===== src/rtl/key_ram_sched.sv =====
// Single-port key snapshot RAM scheduler: SPI reads have priority over scan writes,
// a bounded-stall guard force-grants the scan writer, and completed frames are counted.
module key_ram_sched #(
  parameter int GROUPS    = 9,
  parameter int ADDR_W    = 9,
  parameter int STALL_MAX = 4
) (
  input  logic              clk_g_i,
  input  logic              rst_g_i,
  input  logic              scan_valid_i,
  output logic              scan_ready_o,
  input  logic [ADDR_W-1:0] scan_addr_i,
  input  logic [7:0]        scan_data_i,
  input  logic              rd_valid_i,
  output logic              rd_ready_o,
  input  logic [ADDR_W-1:0] rd_addr_i,
  output logic [7:0]        rd_data_o,
  output logic              rd_data_valid_o,
  output logic [ADDR_W-1:0] ram_addr_o,
  output logic              ram_we_o,
  output logic [7:0]        ram_wdata_o,
  input  logic [7:0]        ram_rdata_i,
  output logic              frame_done_o,
  output logic [7:0]        frame_cnt_o
);
  localparam int SW     = $clog2(STALL_MAX + 1);
  localparam int STAGES = 2;
  localparam logic [ADDR_W-1:0] LAST_GRP = ADDR_W'(GROUPS - 1);

  logic [SW-1:0]     stall_cnt;
  logic              force_scan, rd_gnt, scan_gnt;
  logic              scan_in_range, rd_in_range, frame_hit;
  logic [ADDR_W-1:0] last_addr;
  logic [STAGES:1]   vld_pipe;
  logic              oor_q;

  assign scan_in_range = (scan_addr_i <= LAST_GRP);
  assign rd_in_range   = (rd_addr_i <= LAST_GRP);

  // Reads win unless the scan writer has been denied STALL_MAX cycles in a row.
  assign force_scan = scan_valid_i && (stall_cnt == SW'(STALL_MAX));
  assign rd_gnt     = !rst_g_i && rd_valid_i && !force_scan;
  assign scan_gnt   = !rst_g_i && scan_valid_i && !rd_gnt;

  assign rd_ready_o   = rd_gnt;
  assign scan_ready_o = scan_gnt;
  assign frame_hit    = scan_gnt && scan_in_range && (scan_addr_i == LAST_GRP);

  always_comb begin
    ram_addr_o  = last_addr;
    ram_we_o    = 1'b0;
    ram_wdata_o = 8'h00;
    if (scan_gnt) begin
      ram_addr_o = scan_addr_i;
      // Out-of-range writes are accepted but never reach the RAM.
      if (scan_in_range) begin
        ram_we_o    = 1'b1;
        ram_wdata_o = scan_data_i;
      end
    end else if (rd_gnt) begin
      ram_addr_o = rd_addr_i;
    end
  end

  always_ff @(posedge clk_g_i) begin
    if (rst_g_i) begin
      stall_cnt <= '0;
    end else if (!scan_valid_i || scan_gnt) begin
      stall_cnt <= '0;
    end else if (stall_cnt != SW'(STALL_MAX)) begin
      stall_cnt <= stall_cnt + SW'(1);
    end
  end

  always_ff @(posedge clk_g_i) begin
    if (rst_g_i) begin
      last_addr <= '0;
    end else if (scan_gnt) begin
      last_addr <= scan_addr_i;
    end else if (rd_gnt) begin
      last_addr <= rd_addr_i;
    end
  end

  // Stage 1 waits for the synchronous RAM; stage 2 is the registered result.
  always_ff @(posedge clk_g_i) begin
    if (rst_g_i) begin
      vld_pipe  <= '0;
      oor_q     <= 1'b0;
      rd_data_o <= 8'h00;
    end else begin
      vld_pipe <= {vld_pipe[STAGES-1:1], rd_gnt};
      oor_q    <= !rd_in_range;
      if (vld_pipe[1]) rd_data_o <= oor_q ? 8'h00 : ram_rdata_i;
    end
  end

  assign rd_data_valid_o = vld_pipe[STAGES];

  always_ff @(posedge clk_g_i) begin
    if (rst_g_i) begin
      frame_done_o <= 1'b0;
      frame_cnt_o  <= 8'h00;
    end else begin
      frame_done_o <= frame_hit;
      if (frame_hit) frame_cnt_o <= frame_cnt_o + 8'h01;
    end
  end
endmodule


===== config.mk =====
export PLATFORM = sky130hd
export DESIGN_NAME = key_ram_sched
export DESIGN_NICKNAME = d
export VERILOG_FILES = /design/src/rtl/key_ram_sched.sv
export SDC_FILE = /design/constraint.sdc
export NUM_CORES = 1
export LEC_CHECK = 0
export ABC_AREA = 0
export CAP_MARGIN = 25
export CORE_AREA = 2 2 47 92
export DETAILED_ROUTE_END_ITERATION = 10
export DIE_AREA = 0 0 49 94
export GPL_TIMING_DRIVEN = 0
export PLACE_DENSITY = 0.79
export SYNTH_ARGS = -nofsm -noshare
export SYNTH_HDL_FRONTEND = slang
export SYNTH_SLANG_ARGS = --single-unit

===== constraint.sdc =====
create_clock -name clk_g_i -period 2.07 [get_ports clk_g_i]
set_clock_uncertainty 0.2 [all_clocks]
set_input_delay 0.207 -clock clk_g_i [delete_from_list [all_inputs] [get_ports clk_g_i]]
set_output_delay 0.207 -clock clk_g_i [all_outputs]
set_load 0.005 [all_outputs]

==> flow_metrics.py, run 1 <==
metrics = {
    "clocking": {
        "h-tree-depth": 2,
        "cts_tree": "yes",
        "clockRootBuffer": "clkbuf_8",
        "clk_pin_slew_ns": 0.07,
        "cts.path.max_buffers": 2,
        "worstSkewPairLatency_ns": 0.28,
        "cts_sinks": 32,
        "cts_buffers": 5,
    },
    "route": {
        "route.vias.total": 1744,
        "drt-initial-drc-count": 25,
        "antenna_left": 0,
        "viasPerCell": 5.03,
        "wirelength_mm": 5.28,
        "wl_per_cell_um": 15.2,
        "drc_errors": 0,
        "first_pass_iters": 5,
    },
    "sta": {
        "min_period_over_period": 1.08,
        "finalHoldViolCount": 0,
        "worst-slew-pin-transition_ns": 0.554,
        "fmax_mhz": 445,
        "setup_viol": 20,
        "fin_crit_ns": 2.25,
        "drv_slew": 0,
        "rsz0062_at_grt": "true",
        "max_slew_margin": 0.631,
        "setup_slack_ns": -0.176,
    },
    "global_route": {
        "grt_pass1_vias": 1823,
        "grt-ovfl-total": 0,
        "grt_pass1_wl_mm": 8.40,
        "grt_max_degree": 11,
        "grt_antenna_before_repair": 0,
        "grtUsageTotal": 0.241,
    },
    "placed_design": {
        "portBuffers": 75,
        "hpwl_mm": 3.25,
        "place_congestion": 0.848,
        "dp_slack_ns": -0.748,
    },
    "synthesis": {
        "syn_area_um2": 1510,
        "synth-seq-area-share": 0.426,
        "syn_avg_cell_area_um2": 8.32,
        "synth-edff-count": 0,
        "yosys_warnings": 0,
        "synth_cell_types": 33,
        "synth_fp_nets": 222,
        "ys_seq_elements": 32,
        "synth_flop_cell": "dfxtp_1",
        "syn-instance-count": 181,
        "async_reset_ff_frac": 0,
    },
    "setup_path": {
        "crit_buf_inv": 5,
        "r2r_setup_slack_ns": -0.03,
        "cp-start-kind": "input port",
        "worstPathMaxFanout": 4,
        "critical_path_arrival_ns": 1.84,
        "crit_path_max_incr_delay_ns": 0.53,
        "crit_slowest_cell": "clkdlybuf4s50_1",
        "worst_path_dominant_cell_family": "buffers and inverters",
        "crit_type": "in2out",
        "required_ns": 1.66,
        "critPathMostFrequentCell": "buf_2",
        "cp_cell_sequence": "clkdlybuf4s50_1, inv_2, a311oi_4, buf_2, buf_6, or2_4, nand2_1, buf_2",
        "cp-end-kind": "output port",
    },
    "pwr": {
        "ir_worst_vdd_uv": 515,
        "finalPower_mw": 1.60,
        "powerDensity_nw_per_um2": 566,
        "power_leakage_nw": 1.23,
    },
    "flow_run": {
        "maxCapViolations": 0,
    },
    "floorplanning": {
        "boundaryPins": 76,
        "dieWidth_um": 49,
        "die_area_um2": 4610,
        "rows": 32,
        "core_area_um2": 3880,
        "die_h_um": 94,
        "initial_core_util": 0.388,
    },
    "run_status": {
        "status": "complete, but fails checks",
        "violations": "negative setup slack",
    },
    "layout": {
        "final_util": 0.729,
        "drive_above_1_share": 0.345,
        "syn_to_final_growth_pct": 88.2,
        "nets": 336,
        "num_antenna_cells": 0,
    },
    "min_path": {
        "hp-class": "in2reg",
    },
}
==> layer usage <==
metal | GRT usage | wire (µm)
met2 | 0.481 | 3130
met5 | 0 | 0
met4 | 0.157 | 206
met1 | 0.216 | 1740
met3 | 0.0303 | 201
==> what timing repair did <==
action,in CTS,in global routing
hold buffers,0,0
pin swaps,24,13
gates resized for setup,122,20
endpoints found under the setup margin,29,21
gates cloned,3,1
setup buffers,21,8
==> logic make-up after synthesis <==
group / share of synthesized area
and+or+nand+nor: 0.299
AOI/OAI and AO/OA: 0.136
DFF: 0.426
buffers and inverters: 0.0416
muxes: 0.0665
adders and majority gates: 0.0249
xor gates and xnor gates: 0.00582
==> report_power, final <==
part           total, mW  switching, mW  leakage [nW]  internal (mW)
registers          0.643        0.00681         0.262          0.636
clock network      0.657          0.232        0.0645          0.425
logic              0.305          0.122         0.905          0.183
==> path summary, 6_finish.rpt <==
kind,start,to,cells past startpoint
worst max-delay path,rd_valid_i,ram_addr_o[1],8
worst min-delay path,scan_valid_i,vld_pipe[1]$_SDFF_PP0_,2
worst max register to register,stall_cnt[1]$_SDFFE_PP0P_,frame_cnt_o[7]$_SDFFE_PP0P_,9
worst min register to register,rd_data_o[6]$_SDFFE_PP0P_,rd_data_o[6]$_SDFFE_PP0P_,2
==> layout by cell type (no fill, tap or decap), types with 2 or more instances in the layout <==
| cell type | count |
|---|---|
| nand2_2 | 6 |
| and2_1 | 4 |
| mux2i_1 | 10 |
| dlygate4sd2_1 | 4 |
| or3_1 | 5 |
| and4_4 | 2 |
| and2_4 | 4 |
| buf_2 | 15 |
| nor3_1 | 3 |
| a21oi_2 | 3 |
| o21ai_0 | 5 |
| buf_6 | 18 |
| buf_4 | 19 |
| a21oi_1 | 21 |
| clkbuf_8 | 7 |
| inv_1 | 4 |
| nor2_1 | 10 |
| nand3_1 | 3 |
| or2_4 | 8 |
| clkbuf_1 | 3 |
| dfxtp_2 | 2 |
| nand2_1 | 15 |
| inv_2 | 3 |
| nor2b_1 | 9 |
| ha_1 | 2 |
| clkdlybuf4s50_1 | 53 |
| nand2_4 | 3 |
| dfxtp_1 | 30 |
==> per-stage QoR <==
step / instance area [µm²] / setup TNS (ns) / hold WS (ns) / instances
3_5_place_dp: 2320 / -14.07 / 0.266 / 307
3_3_place_gp: 2320 / -13.41 / 0.248 / 307
2_1_floorplan: 1510 / 0 / 0.124 / 181
4_1_cts: 2690 / -1.20 / 0.197 / 338
6_report: 2830 / -1.84 / 0.209 / 347
5_1_grt: 2830 / -3.34 / 0.247 / 347
==> flip-flops by register name (all words and copies together), names as in the netlist <==
signal	count
frame_cnt_o	8
frame_done_o	1
last_addr	9
oor_q	1
rd_data_o	8
stall_cnt	3
vld_pipe	2
==> cell type report <==
class,count,area [µm²]
Clock inverter,1,30.0
Inverter,7,26.3
Clock buffer,7,96.3
Sequential cell,32,643
Tap cell,51,63.8
Timing Repair Buffer,107,966
Multi-Input combinational cell,135,962
Buffer,7,45.0
Fill cell,288,1050
==> synth_stat cells (4+ instances only) <==
library cell,number,area share
dfxtp_1,32,0.43
a21oi_1,24,0.080
nand2_1,24,0.060
nor2_1,11,0.027
mux2i_1,10,0.067
nor2b_1,9,0.037
or2_2,9,0.037
and2_1,8,0.033
inv_1,7,0.017
o21ai_0,5,0.017
or3_1,5,0.021
clkbuf_1,4,0.010
nor3_1,4,0.013
==> worst reg2reg max path: stages, from the launching register on <==
cell	delay, ns
dfxtp_2	0.32
inv_2	0.06
ha_4	0.16
buf_4	0.12
a21boi_4	0.05
buf_4	0.14
nand4b_1	0.28
buf_6	0.22
or3_1	0.35
a21oi_2	0.12
Note: power is estimated with default switching activity, not from simulation.
==> run 2, diff against run 1 <==
Settings changed: CORE_AREA 2 2 47 92 to 2 2 45 89, DIE_AREA 0 0 49 94 to 0 0 47 91, PLACE_DENSITY 0.79 to 0.84.
Clock period 2.07 ns to 2.6 ns, I/O delays scaled along.
==> flow_metrics.py, run 2 (synthesized netlist as in run 1, its figures left out) <==
metrics = {
    "layout": {
        "syn_to_final_growth_pct": 70.0,
        "largest_reg_flops": 9,
        "top_regs": "last_addr x9, frame_cnt_o x8, rd_data_o x8",
        "drive_above_1_share": 0.130,
        "num_antenna_cells": 0,
        "nets": 310,
        "instances_no_fill": 319,
        "fill_cells": 301,
        "mostFrequentLayoutCells": "clkdlybuf4s50_1 (64), dfxtp_1 (31), a21oi_1 (24), nand2_1 (23), nor2_1 (11)",
        "largest_register": "last_addr",
        "final_common_cell": "clkdlybuf4s50_1",
    },
    "clocking": {
        "cts_sinks": 32,
        "cts.path.max_buffers": 2,
        "clockRootBuffer": "clkbuf_8",
        "cts_buffers": 5,
        "h-tree-depth": 2,
        "worstSkewPairLatency_ns": 0.28,
        "clk_pin_slew_ns": 0.07,
        "cts_tree": "yes",
        "cts-hold-fix-buffers": 0,
    },
    "global_route": {
        "grtUsageTotal": 0.206,
        "grt-ovfl-total": 0,
        "grt_max_degree": 11,
        "grt_antenna_before_repair": 0,
        "grt_pass1_vias": 1550,
        "grt_pass1_wl_mm": 6.57,
    },
    "floorplanning": {
        "rows": 31,
        "boundaryPins": 76,
        "dieWidth_um": 47,
        "die_h_um": 91,
        "die_area_um2": 4280,
        "core_area_um2": 3570,
        "initial_core_util": 0.422,
    },
    "min_path": {
        "hp-class": "reg2reg",
    },
    "sta": {
        "finalHoldViolCount": 0,
        "min_period_over_period": 0.962,
        "fmax_mhz": 400,
        "fin_crit_ns": 2.50,
        "drv_slew": 0,
        "rsz0062_at_grt": "false",
        "worst-slew-pin-transition_ns": 0.532,
        "setup_viol": 0,
        "max_slew_margin": 0.646,
        "whs_ns": 0.228,
    },
    "setup_path": {
        "critical_path_arrival_ns": 2.04,
        "required_ns": 2.14,
        "r2r_setup_slack_ns": 0.59,
        "cp-start-kind": "input port",
        "cp-end-kind": "output port",
        "crit_type": "in2out",
        "worstPathMaxFanout": 5,
    },
    "placed_design": {
        "portBuffers": 75,
        "placed_cells": 305,
        "place_congestion": 0.808,
        "hpwl_mm": 3.13,
    },
    "pwr": {
        "powerDensity_nw_per_um2": 479,
        "switchingPower_uw": 261,
        "sw_frac_of_total": 0.213,
        "power_frac_comb": 0.159,
        "power_leakage_nw": 1.13,
        "clockPowerShare": 0.424,
        "pwr-share-seq": 0.417,
        "intPower_uw": 965,
        "ir_worst_vdd_uv": 425,
    },
    "route": {
        "viasPerCell": 5.09,
        "drt-initial-drc-count": 19,
        "first_pass_iters": 4,
        "drc_errors": 0,
        "route.vias.total": 1624,
        "wirelength_mm": 4.20,
        "wl_per_cell_um": 13.2,
        "antenna_left": 0,
    },
    "run_status": {
        "status": "completed",
    },
    "flow_run": {
        "maxCapViolations": 0,
    },
}
## run 2: cell types whose count changed in the layout (fill, tap and decap cells not counted), moves of 5 or more
cell	before	now
buf_6	18	3
buf_2	15	1
or2_4	8	0
nand2_1	15	23
or2_2	1	9
buf_4	19	6
nand2_2	6	1
dlymetal6s2s_1	0	9
clkdlybuf4s50_1	53	64
## run 2: repair_timing
action                                  in CTS  in global routing
hold endpoints to repair                     0                  0
gates resized for setup                     11                 14
endpoints found under the setup margin      19                 17
pin swaps                                    1                  0
cloned                                       1                  0
setup buffers                                1                  5
## run 2: worst paths after layout
path                                  start                           to  cells past startpoint
hold reg to reg   stall_cnt[0]$_SDFFE_PP0P_    stall_cnt[0]$_SDFFE_PP0P_                      1
setup / recovery                 rd_valid_i                   rd_ready_o                      6
hold / removal    stall_cnt[0]$_SDFFE_PP0P_    stall_cnt[0]$_SDFFE_PP0P_                      1
setup reg to reg  stall_cnt[0]$_SDFFE_PP0P_  frame_cnt_o[7]$_SDFFE_PP0P_                      7
## run 2: area by class of cell
type                            count  area (µm²)  area share
Timing Repair Buffer               82         831       0.325
Clock inverter                      1        30.0      0.0117
Sequential cell                    32         642       0.251
Clock buffer                        7        96.3      0.0377
Buffer                              7        38.8      0.0152
Multi-Input combinational cell    134         833       0.326
Tap cell                           49        61.3      0.0240
Inverter                            7        26.3      0.0103
## run 2: critical path, cell delays in order
cell             delay [ns]
clkdlybuf4s50_1        0.53
inv_2                  0.08
a311oi_4               0.41
buf_6                  0.18
buf_4                  0.10
clkdlybuf4s50_1        0.48
## run 2: per-layer routing
metal	wire length (µm)	vias up	GRT usage
li1	-	795	-
met1	1440	750	0.191
met2	2400	70	0.394
met3	237	9	0.0318
met4	123	0	0.0856
met5	0	-	0
## run 2: power by group through the flow
stage | clock, mW | sequential [mW] | combinational (mW)
CTS | 0.526 | 0.512 | 0.192
finish | 0.519 | 0.512 | 0.195
global route | 0.544 | 0.513 | 0.211
global placement | 0 | 0.522 | 0.183
floorplan | 0 | 0.522 | 0.0686
detailed placement | 0 | 0.523 | 0.185
## run 2: through the flow
stage	util	setup WS, ns	instance area (µm²)	TNS [ns]	power [mW]
6_report	0.717	0.0997	2560	0	1.23
5_1_grt	0.717	0.0109	2560	0	1.27
4_1_cts	0.695	0.0137	2480	0	1.23
3_5_place_dp	0.649	-0.354	2320	-4.17	0.707
2_1_floorplan	-	0.703	1510	0	0.591
3_3_place_gp	0.649	-0.331	2320	-3.93	0.705
